### config.mk
export PLATFORM = sky130hd
export DESIGN_NAME = vga_timing_gen_flat
export DESIGN_NICKNAME = d
export VERILOG_FILES = /design/src/rtl/vga_timing_if.sv /design/src/rtl/vga_timing_gen.sv /design/src/flat_wrapper.sv
export SDC_FILE = /design/constraint.sdc
export NUM_CORES = 1
export LEC_CHECK = 0
export CORE_MARGIN = 4
export CORE_UTILIZATION = 50
export DETAILED_ROUTE_END_ITERATION = 10
export GPL_TIMING_DRIVEN = 0
export PLACE_DENSITY = 0.83
export SLEW_MARGIN = 0
export SYNTH_ARGS = -nofsm -noshare
export SYNTH_HDL_FRONTEND = slang
export SYNTH_SLANG_ARGS = --single-unit
### constraint.sdc
create_clock -name clk -period 2.3 [get_ports clk]
set_input_delay 0.46 -clock clk [delete_from_list [all_inputs] [get_ports clk]]
set_output_delay 0.46 -clock clk [all_outputs]
set_load 0.02 [all_outputs]
### src/rtl/vga_timing_if.sv
// vga_timing_if: raster bundle between the VGA timing generator and its consumers.
//   pix_en       pixel-rate enable (driven by the consumer side / clock plumbing)
//   x, y         current raster position (10 bits each)
//   active       visible-area flag aligned with x/y
//   active_d     active delayed by the sync pipe depth
//   hsync/vsync  pad-level sync outputs (delayed, polarity applied)
//   line_start   one-clk strobe at x==0 on a pixel tick
//   frame_start  one-clk strobe at x==0,y==0 on a pixel tick
//   frame_count  completed-frame counter, wraps
interface vga_timing_if;
    logic       pix_en;
    logic [9:0] x;
    logic [9:0] y;
    logic       active;
    logic       active_d;
    logic       hsync;
    logic       vsync;
    logic       line_start;
    logic       frame_start;
    logic [7:0] frame_count;

    modport master (
        input  pix_en,
        output x, y, active, active_d, hsync, vsync,
        output line_start, frame_start, frame_count
    );

    modport slave (
        output pix_en,
        input  x, y, active, active_d, hsync, vsync,
        input  line_start, frame_start, frame_count
    );
endinterface

### src/rtl/vga_timing_gen.sv
// vga_timing_gen: 640x480@60 style raster generator.
//   clk  system clock
//   rst  asynchronous active-high reset
//   vga  vga_timing_if master modport: pix_en in; x, y, active, active_d,
//        hsync, vsync, line_start, frame_start, frame_count out.
// x/y and active are undelayed. hsync/vsync/active_d pass through a
// PIPE_DELAY-deep shift register advancing on pix_en so they line up with
// pipelined pixel renderers downstream.
module vga_timing_gen #(
    parameter int H_ACTIVE   = 640,
    parameter int H_FP       = 16,
    parameter int H_SYNC     = 96,
    parameter int H_BP       = 48,
    parameter int V_ACTIVE   = 480,
    parameter int V_FP       = 10,
    parameter int V_SYNC     = 2,
    parameter int V_BP       = 33,
    parameter int SYNC_POL   = 0,
    parameter int PIPE_DELAY = 2
) (
    input  logic          clk,
    input  logic          rst,
    vga_timing_if.master  vga
);

    localparam int H_TOTAL = H_ACTIVE + H_FP + H_SYNC + H_BP;
    localparam int V_TOTAL = V_ACTIVE + V_FP + V_SYNC + V_BP;

    localparam logic [9:0] H_LAST     = 10'(H_TOTAL - 1);
    localparam logic [9:0] V_LAST     = 10'(V_TOTAL - 1);
    localparam logic [9:0] H_ACT_END  = 10'(H_ACTIVE);
    localparam logic [9:0] V_ACT_END  = 10'(V_ACTIVE);
    localparam logic [9:0] HS_START   = 10'(H_ACTIVE + H_FP);
    localparam logic [9:0] HS_END     = 10'(H_ACTIVE + H_FP + H_SYNC);
    localparam logic [9:0] VS_START   = 10'(V_ACTIVE + V_FP);
    localparam logic [9:0] VS_END     = 10'(V_ACTIVE + V_FP + V_SYNC);

    // Geometry must fit the 10-bit counters, pipe depth is 0..7.
    generate
        if (H_TOTAL > 1023 || V_TOTAL > 1023) begin : g_bad_geometry
            $error("vga_timing_gen: H/V totals must be below 1024");
        end
        if (PIPE_DELAY < 0 || PIPE_DELAY > 7) begin : g_bad_pipe
            $error("vga_timing_gen: PIPE_DELAY must be 0..7");
        end
    endgenerate

    logic       pix_en;
    logic [9:0] x_q, x_d;
    logic [9:0] y_q, y_d;
    logic [7:0] frame_count_q, frame_count_d;

    assign pix_en = vga.pix_en;

    // Raster counters: x wraps into y, y wraps into the frame counter.
    always_comb begin
        x_d           = x_q;
        y_d           = y_q;
        frame_count_d = frame_count_q;
        if (pix_en) begin
            if (x_q == H_LAST) begin
                x_d = '0;
                if (y_q == V_LAST) begin
                    y_d           = '0;
                    frame_count_d = frame_count_q + 8'd1;
                end else begin
                    y_d = y_q + 10'd1;
                end
            end else begin
                x_d = x_q + 10'd1;
            end
        end
    end

    always_ff @(posedge clk or posedge rst) begin
        if (rst) begin
            x_q           <= '0;
            y_q           <= '0;
            frame_count_q <= '0;
        end else begin
            x_q           <= x_d;
            y_q           <= y_d;
            frame_count_q <= frame_count_d;
        end
    end

    // Raw decode. active is masked by rst since x=y=0 would otherwise
    // read as visible while the block is held in reset.
    logic hs_raw, vs_raw, act_raw;
    assign hs_raw  = (x_q >= HS_START) && (x_q < HS_END);
    assign vs_raw  = (y_q >= VS_START) && (y_q < VS_END);
    assign act_raw = !rst && (x_q < H_ACT_END) && (y_q < V_ACT_END);

    // Delay pipe, one stage per generate iteration; reset fills it with
    // the deasserted (raw=0) level so the pad sees no spurious sync pulse.
    logic hs_dly, vs_dly, act_dly;
    generate
        if (PIPE_DELAY == 0) begin : g_no_pipe
            assign hs_dly  = hs_raw;
            assign vs_dly  = vs_raw;
            assign act_dly = act_raw;
        end else begin : g_pipe
            for (genvar gi = 0; gi < PIPE_DELAY; gi++) begin : g_stage
                logic [2:0] stage_q, stage_d, stage_in;
                if (gi == 0) begin : g_src
                    assign stage_in = {act_raw, vs_raw, hs_raw};
                end else begin : g_src
                    assign stage_in = g_stage[gi-1].stage_q;
                end
                always_comb begin
                    stage_d = stage_q;
                    if (pix_en) begin
                        stage_d = stage_in;
                    end
                end
                always_ff @(posedge clk or posedge rst) begin
                    if (rst) begin
                        stage_q <= '0;
                    end else begin
                        stage_q <= stage_d;
                    end
                end
            end
            assign {act_dly, vs_dly, hs_dly} = g_stage[PIPE_DELAY-1].stage_q;
        end
    endgenerate

    assign vga.x           = x_q;
    assign vga.y           = y_q;
    assign vga.frame_count = frame_count_q;
    assign vga.active      = act_raw;
    assign vga.active_d    = act_dly;
    // Polarity is applied after the pipe so the pipe always carries raw decode.
    assign vga.hsync       = (SYNC_POL != 0) ? hs_dly : !hs_dly;
    assign vga.vsync       = (SYNC_POL != 0) ? vs_dly : !vs_dly;
    assign vga.line_start  = pix_en && !rst && (x_q == 10'd0);
    assign vga.frame_start = pix_en && !rst && (x_q == 10'd0) && (y_q == 10'd0);

endmodule

### src/flat_wrapper.sv
// flat-port wrapper written by rule: the top's interface ports become plain ports
module vga_timing_gen_flat 
#(
    parameter int H_ACTIVE   = 640,
    parameter int H_FP       = 16,
    parameter int H_SYNC     = 96,
    parameter int H_BP       = 48,
    parameter int V_ACTIVE   = 480,
    parameter int V_FP       = 10,
    parameter int V_SYNC     = 2,
    parameter int V_BP       = 33,
    parameter int SYNC_POL   = 0,
    parameter int PIPE_DELAY = 2
)
  (clk, rst, vga_pix_en, vga_x, vga_y, vga_active, vga_active_d, vga_hsync, vga_vsync, vga_line_start, vga_frame_start, vga_frame_count);
  vga_timing_if vga_i ();
  input  logic clk;
  input  logic rst;
  input wire logic [$bits(vga_i.pix_en)-1:0] vga_pix_en;
  output wire logic [$bits(vga_i.x)-1:0] vga_x;
  output wire logic [$bits(vga_i.y)-1:0] vga_y;
  output wire logic [$bits(vga_i.active)-1:0] vga_active;
  output wire logic [$bits(vga_i.active_d)-1:0] vga_active_d;
  output wire logic [$bits(vga_i.hsync)-1:0] vga_hsync;
  output wire logic [$bits(vga_i.vsync)-1:0] vga_vsync;
  output wire logic [$bits(vga_i.line_start)-1:0] vga_line_start;
  output wire logic [$bits(vga_i.frame_start)-1:0] vga_frame_start;
  output wire logic [$bits(vga_i.frame_count)-1:0] vga_frame_count;
  assign vga_i.pix_en = vga_pix_en;
  assign vga_x = vga_i.x;
  assign vga_y = vga_i.y;
  assign vga_active = vga_i.active;
  assign vga_active_d = vga_i.active_d;
  assign vga_hsync = vga_i.hsync;
  assign vga_vsync = vga_i.vsync;
  assign vga_line_start = vga_i.line_start;
  assign vga_frame_start = vga_i.frame_start;
  assign vga_frame_count = vga_i.frame_count;
  vga_timing_gen #(.H_ACTIVE(H_ACTIVE), .H_FP(H_FP), .H_SYNC(H_SYNC), .H_BP(H_BP), .V_ACTIVE(V_ACTIVE), .V_FP(V_FP), .V_SYNC(V_SYNC), .V_BP(V_BP), .SYNC_POL(SYNC_POL), .PIPE_DELAY(PIPE_DELAY)) u_core (.clk(clk), .rst(rst), .vga(vga_i));
endmodule
==> Word level (Yosys, flattened, before mapping) <==
Cells that the tools add are included.
{ "op_classes": {"n_addsub": 3, "order_cmp": 6, "eq_ne": 2, "mux": 2, "n_reduce_logical": 14} }
{ "op_table": {"columns": ["operator", "count"], "rows": [
  ["10-bit by 1-bit adder with 10-bit output, second input constant", 2],
  ["10-bit equality test, second input constant", 2],
  ["10-bit logical NOT", 2],
  ["10-bit < comparator, second input constant", 2],
  ["10-bit by 9-bit < comparator with 1-bit output, second input constant", 2],
  ["10-bit two-way mux", 2],
  ["10-bit >= comparator, second input constant", 1],
  ["10-bit by 9-bit >= comparator with 1-bit output, second input constant", 1],
  ["8-bit by 1-bit adder with 8-bit output, second input constant", 1],
  ["1-bit logical AND", 7],
  ["1-bit logical NOT", 3],
  ["3-bit AND reduction", 1],
  ["2-bit AND reduction", 1]
]} }
{ "word_totals": {"reg_bits": 34, "in_bits": 3, "wordCells": 32} }

==> Longest topological paths before layout <==
{ "depth": {"ltp_word": 4, "ltp_mapped": 7, "depth_no_buf": 6} }

==> Worst setup path before layout <==
OpenSTA, ideal clock, no wires.
{ "synth_timing": {"kind": "input -> output", "start": "input rst", "end": "output vga_active", "arrival_time_ns": 1.641, "required_ns": 1.840, "path_slack_ns": 0.199, "stages": 2, "cell_sequence": "inv_1 and4_1"} }
{ "synth_between": {"elab_chain_cells": 3} }
{ "synth_lines": {"columns": ["element", "line", "text"], "rows": [
  ["start: declaration", "flat_wrapper.sv:18", "input logic rst;"],
  ["1-bit logical NOT (no source line)", null, null],
  ["1-bit logical AND (2 in a row)", "vga_timing_gen.sv:92", "assign act_raw = !rst && (x_q < H_ACT_END) && (y_q < V_ACT_END);"],
  ["end: declaration", "flat_wrapper.sv:22", "output wire logic [$bits(vga_i.active)-1:0] vga_active;"]
]} }
No other way between the ends.

==> Final worst setup path <==
{ "layout_timing": {"start": "input vga_pix_en", "end": "output vga_frame_start"} }
{ "layout_between": {"elab_chain_cells": 3} }
{ "layout_lines": {"columns": ["element", "line", "text"], "rows": [
  ["start: declaration", "flat_wrapper.sv:19", "input wire logic [$bits(vga_i.pix_en)-1:0] vga_pix_en;"],
  ["1-bit logical AND (3 in a row)", "vga_timing_gen.sv:137", "assign vga.frame_start = pix_en && !rst && (x_q == 10'd0) && (y_q == 10'd0);"],
  ["end: declaration", "flat_wrapper.sv:27", "output wire logic [$bits(vga_i.frame_start)-1:0] vga_frame_start;"]
]} }
No other way between the ends.

==> results.md <==
- Run status: finished clean
- Total length of routed wires: 4000 um
- Share of flip-flops with an asynchronous set or reset after synthesis: 100%
- Post-synth EDFFs: 0
- Finished Layout Cells: 272
- First-pass GRT wire length: 6650 um
- Critical path launch point type: input pin
- Aggregate negative setup slack: 0 ps
- Deepest level of the CTS H-tree: 2
- Count of maximum capacitance violations: 0
- Worst setup slack after placement: -1030 ps
- Number of hold-slack violations in the final timing report: 0
- Type of the worst setup path: input pin to primary output
- Initial Utilization: 53.4%
- Path type of the worst min-delay path: input pin to async pin
- Fraction of layout instances using a drive strength above 1: 16.8%
- Count of final setup violators: 0
- Final ANT Viol Nets: 0
- Placed cell area: 2240 um2
- GRT Util Overall: 19.7%
- Minimum period implied by the final worst setup slack: 2250 ps
- Number of I/O port buffers: 36
- Final period utilization: 97.9%
- CP arrival: 1790 ps
- Worst Clk Skew: 10.4 ps
- Clock buffer count from CTS: 5
- # rows: 21
- Number of design rule violations left after detail routing: 0
- Worst Tran Pin Value: 745 ps
- Filler cells: 264
- CTS tree: yes
- Mean routed wirelength per cell: 14.7 um
- Floorplan core area: 3420 um2
- Drt first pass iters: 4
- Post-synthesis instance area: 1820 um2
- Post-route setup slack: 48.4 ps
- Yosys warnings: 0
- Iter 0 DRT Violations: 109
- Hold buffer count at CTS: 0
- CTS sink cnt: 34
- Vias/cell: 5.59
- Die area: 4680 um2
- Y dimension of the die: 68.4 um
- Total Power: 1.44 mW
- Worst slew margin: 50.1%
- Register bit total from synthesis: 34
- Sequential-to-total area share from yosys stat: 46.7%
- Slew Viols, Final: 0
- Number of nets at the end of the flow: 234
- Buffers from clock root to sink, at most: 2
- Largest net degree at the start of global routing: 18
- Leak: 1.09 nW
- Cell at the root of the clock tree: sky130_fd_sc_hd__clkbuf_4
- Layout overhead on the synthesized area: 31.0%
- Data required time at the worst endpoint: 1840 ps
- Crit. End Element: primary output
- Count of placed standard cells including taps: 258
- Worst skew pair latency: 340 ps
- GRT overflow: 0
- Post-Synthesis Net Count: 185
- Number of standard cells after synthesis: 176
- N_diodes: 0
- Count of distinct cell types in the synthesized netlist: 41
- Highest net fanout along the worst path: 2
- IO Count: 37
- Antenna violations before repair: 0
- Placer Congestion: 0.818
- Design Area, Final: 2390 um2
- Die outline width: 68.4 um
- Fmax achieved: 444 MHz
- Number of global-route vias before repair: 1422
- Power density cells: 604 nW/um2
- Max rail drop VDD: 0.571 mV
- Detail Placement HPWL: 2750 um
- Prevailing post-synth register cell: sky130_fd_sc_hd__dfrtp_1
- Via count: 1520
- Clock-pin transition on the worst setup and hold timing paths: 110 ps
- Mean area per synthesized cell: 10.4 um2
[synth_stat cells, types with 2 or more instances]
cell type                  instances  area (um2)
sky130_fd_sc_hd__buf_6             3        33.8
sky130_fd_sc_hd__nor3_1            8        40.0
sky130_fd_sc_hd__and4_1            2        17.5
sky130_fd_sc_hd__nor4_2            3        37.5
sky130_fd_sc_hd__dfrtp_1          34         851
sky130_fd_sc_hd__and3_1            9        56.3
sky130_fd_sc_hd__nand2_1          12        45.0
sky130_fd_sc_hd__mux2_2            2        22.5
sky130_fd_sc_hd__xor2_1            8        70.1
sky130_fd_sc_hd__nor4b_1           2        17.5
sky130_fd_sc_hd__ha_1              6        75.1
sky130_fd_sc_hd__nand3_1          16        80.1
sky130_fd_sc_hd__inv_1            10        37.5
sky130_fd_sc_hd__o21ai_0          14        70.1
sky130_fd_sc_hd__nor2_1            6        22.5
sky130_fd_sc_hd__clkbuf_1          3        11.3
sky130_fd_sc_hd__a31oi_1           2        12.5
sky130_fd_sc_hd__xnor2_1           9        78.8
sky130_fd_sc_hd__nand4_1           5        31.3
[cell families after synthesis]
family,count (synthesis),share of synthesized area [%]
compound gates,23,7.62
xor+xnor,17,8.17
fa+ha+maj,6,4.12
buf+inv,18,5.08
flops,34,46.7
mux,4,2.61
simple gates,74,25.7
[per-stage QoR]
step,utilization [%],hold WS (ps)
final,69.9,407
after global routing,69.9,412
after CTS,69.5,396
after detailed placement,65.6,468
after global placement,65.6,457
after floorplan,-,453
[registers in the layout, summed over array words and instances, names as in the netlist]
signal,cells
u_core.g_pipe.g_stage.stage_q,6
u_core.vga.frame_count,8
u_core.vga.y,10
u_core.vga.x,10
[repair_timing]
action                                  CTS  global route
pin swaps                                 0             1
endpoints found under the setup margin    3             2
setup buffers                             5             0
cloned                                    1             0
gates resized for setup                  14             3
[layer usage]
metal | vias up | track usage, % | wire [um]
met5 | - | 0 | 0
met4 | 0 | 10.7 | 89
met3 | 9 | 3.94 | 198
met2 | 41 | 29.7 | 1910
met1 | 735 | 26.4 | 1800
li1 | 735 | - | -
[final timing paths]
path	slack [ps]	endpoint	from	cells past startpoint
worst max-delay path	50	vga_frame_start	vga_pix_en	6
worst min-delay path	410	u_core.vga.y[4]	rst	3
worst max register to register	440	u_core.vga.frame_count[1]	u_core.vga.y[1]	8
worst min register to register	490	u_core.vga.frame_count[7]	u_core.vga.frame_count[7]	1
max in group asynchronous	1480	u_core.vga.frame_count[7]	rst	2
min in group clk	490	u_core.vga.frame_count[7]	u_core.vga.frame_count[7]	1
[worst max-delay path, stage by stage]
cell and delay, ps:
sky130_fd_sc_hd__clkdlybuf4s50_1 490, sky130_fd_sc_hd__buf_6 100, sky130_fd_sc_hd__nor4b_2 160, sky130_fd_sc_hd__and3_1 210, sky130_fd_sc_hd__and4_2 230, sky130_fd_sc_hd__buf_4 140
[placed cells by master, fill, tap and decap left out, drive strengths merged, types with 2 or more instances in the layout]
| cell type | netlist | routed |
|---|---|---|
| nor2 | 6 | 6 |
| mux2 | 3 | 3 |
| o21ai | 14 | 14 |
| nor3 | 9 | 9 |
| nor4b | 3 | 3 |
| and4 | 3 | 3 |
| clkbuf | 4 | 12 |
| xnor2 | 9 | 9 |
| buf | 4 | 10 |
| clkinvlp | 0 | 2 |
| nand4 | 5 | 5 |
| nand2 | 13 | 13 |
| clkdlybuf4s50 | 0 | 32 |
| a31oi | 2 | 2 |
| ha | 6 | 6 |
| and3 | 9 | 9 |
| dfrtp | 34 | 34 |
| xor2 | 8 | 8 |
| dlygate4sd2 | 0 | 3 |
| nand3 | 18 | 18 |
| nor4 | 4 | 4 |
| inv | 10 | 9 |
[layout make-up]
| type | count | area (um2) | area share (%) |
|---|---|---|---|
| Sequential cell | 34 | 853 | 35.7 |
| Tap cell | 46 | 57.6 | 2.41 |
| Timing Repair Buffer | 41 | 392 | 16.4 |
| Multi-Input combinational cell | 124 | 898 | 37.6 |
| Buffer | 8 | 61.3 | 2.57 |
| Clock buffer | 8 | 78.8 | 3.30 |
| Timing Repair inverter | 1 | 5.00 | 0.210 |
| Inverter | 10 | 41.3 | 1.73 |
[report_power, final]
| part | internal (mW) | leakage [nW] | switching (mW) |
|---|---|---|---|
| Combinational | 0.150 | 0.603 | 0.176 |
| Sequential | 0.638 | 0.446 | 0.0664 |
| Clock | 0.209 | 0.0446 | 0.203 |
| Total | 0.997 | 1.09 | 0.446 |
No activity file was read; power rests on OpenSTA's default activity.
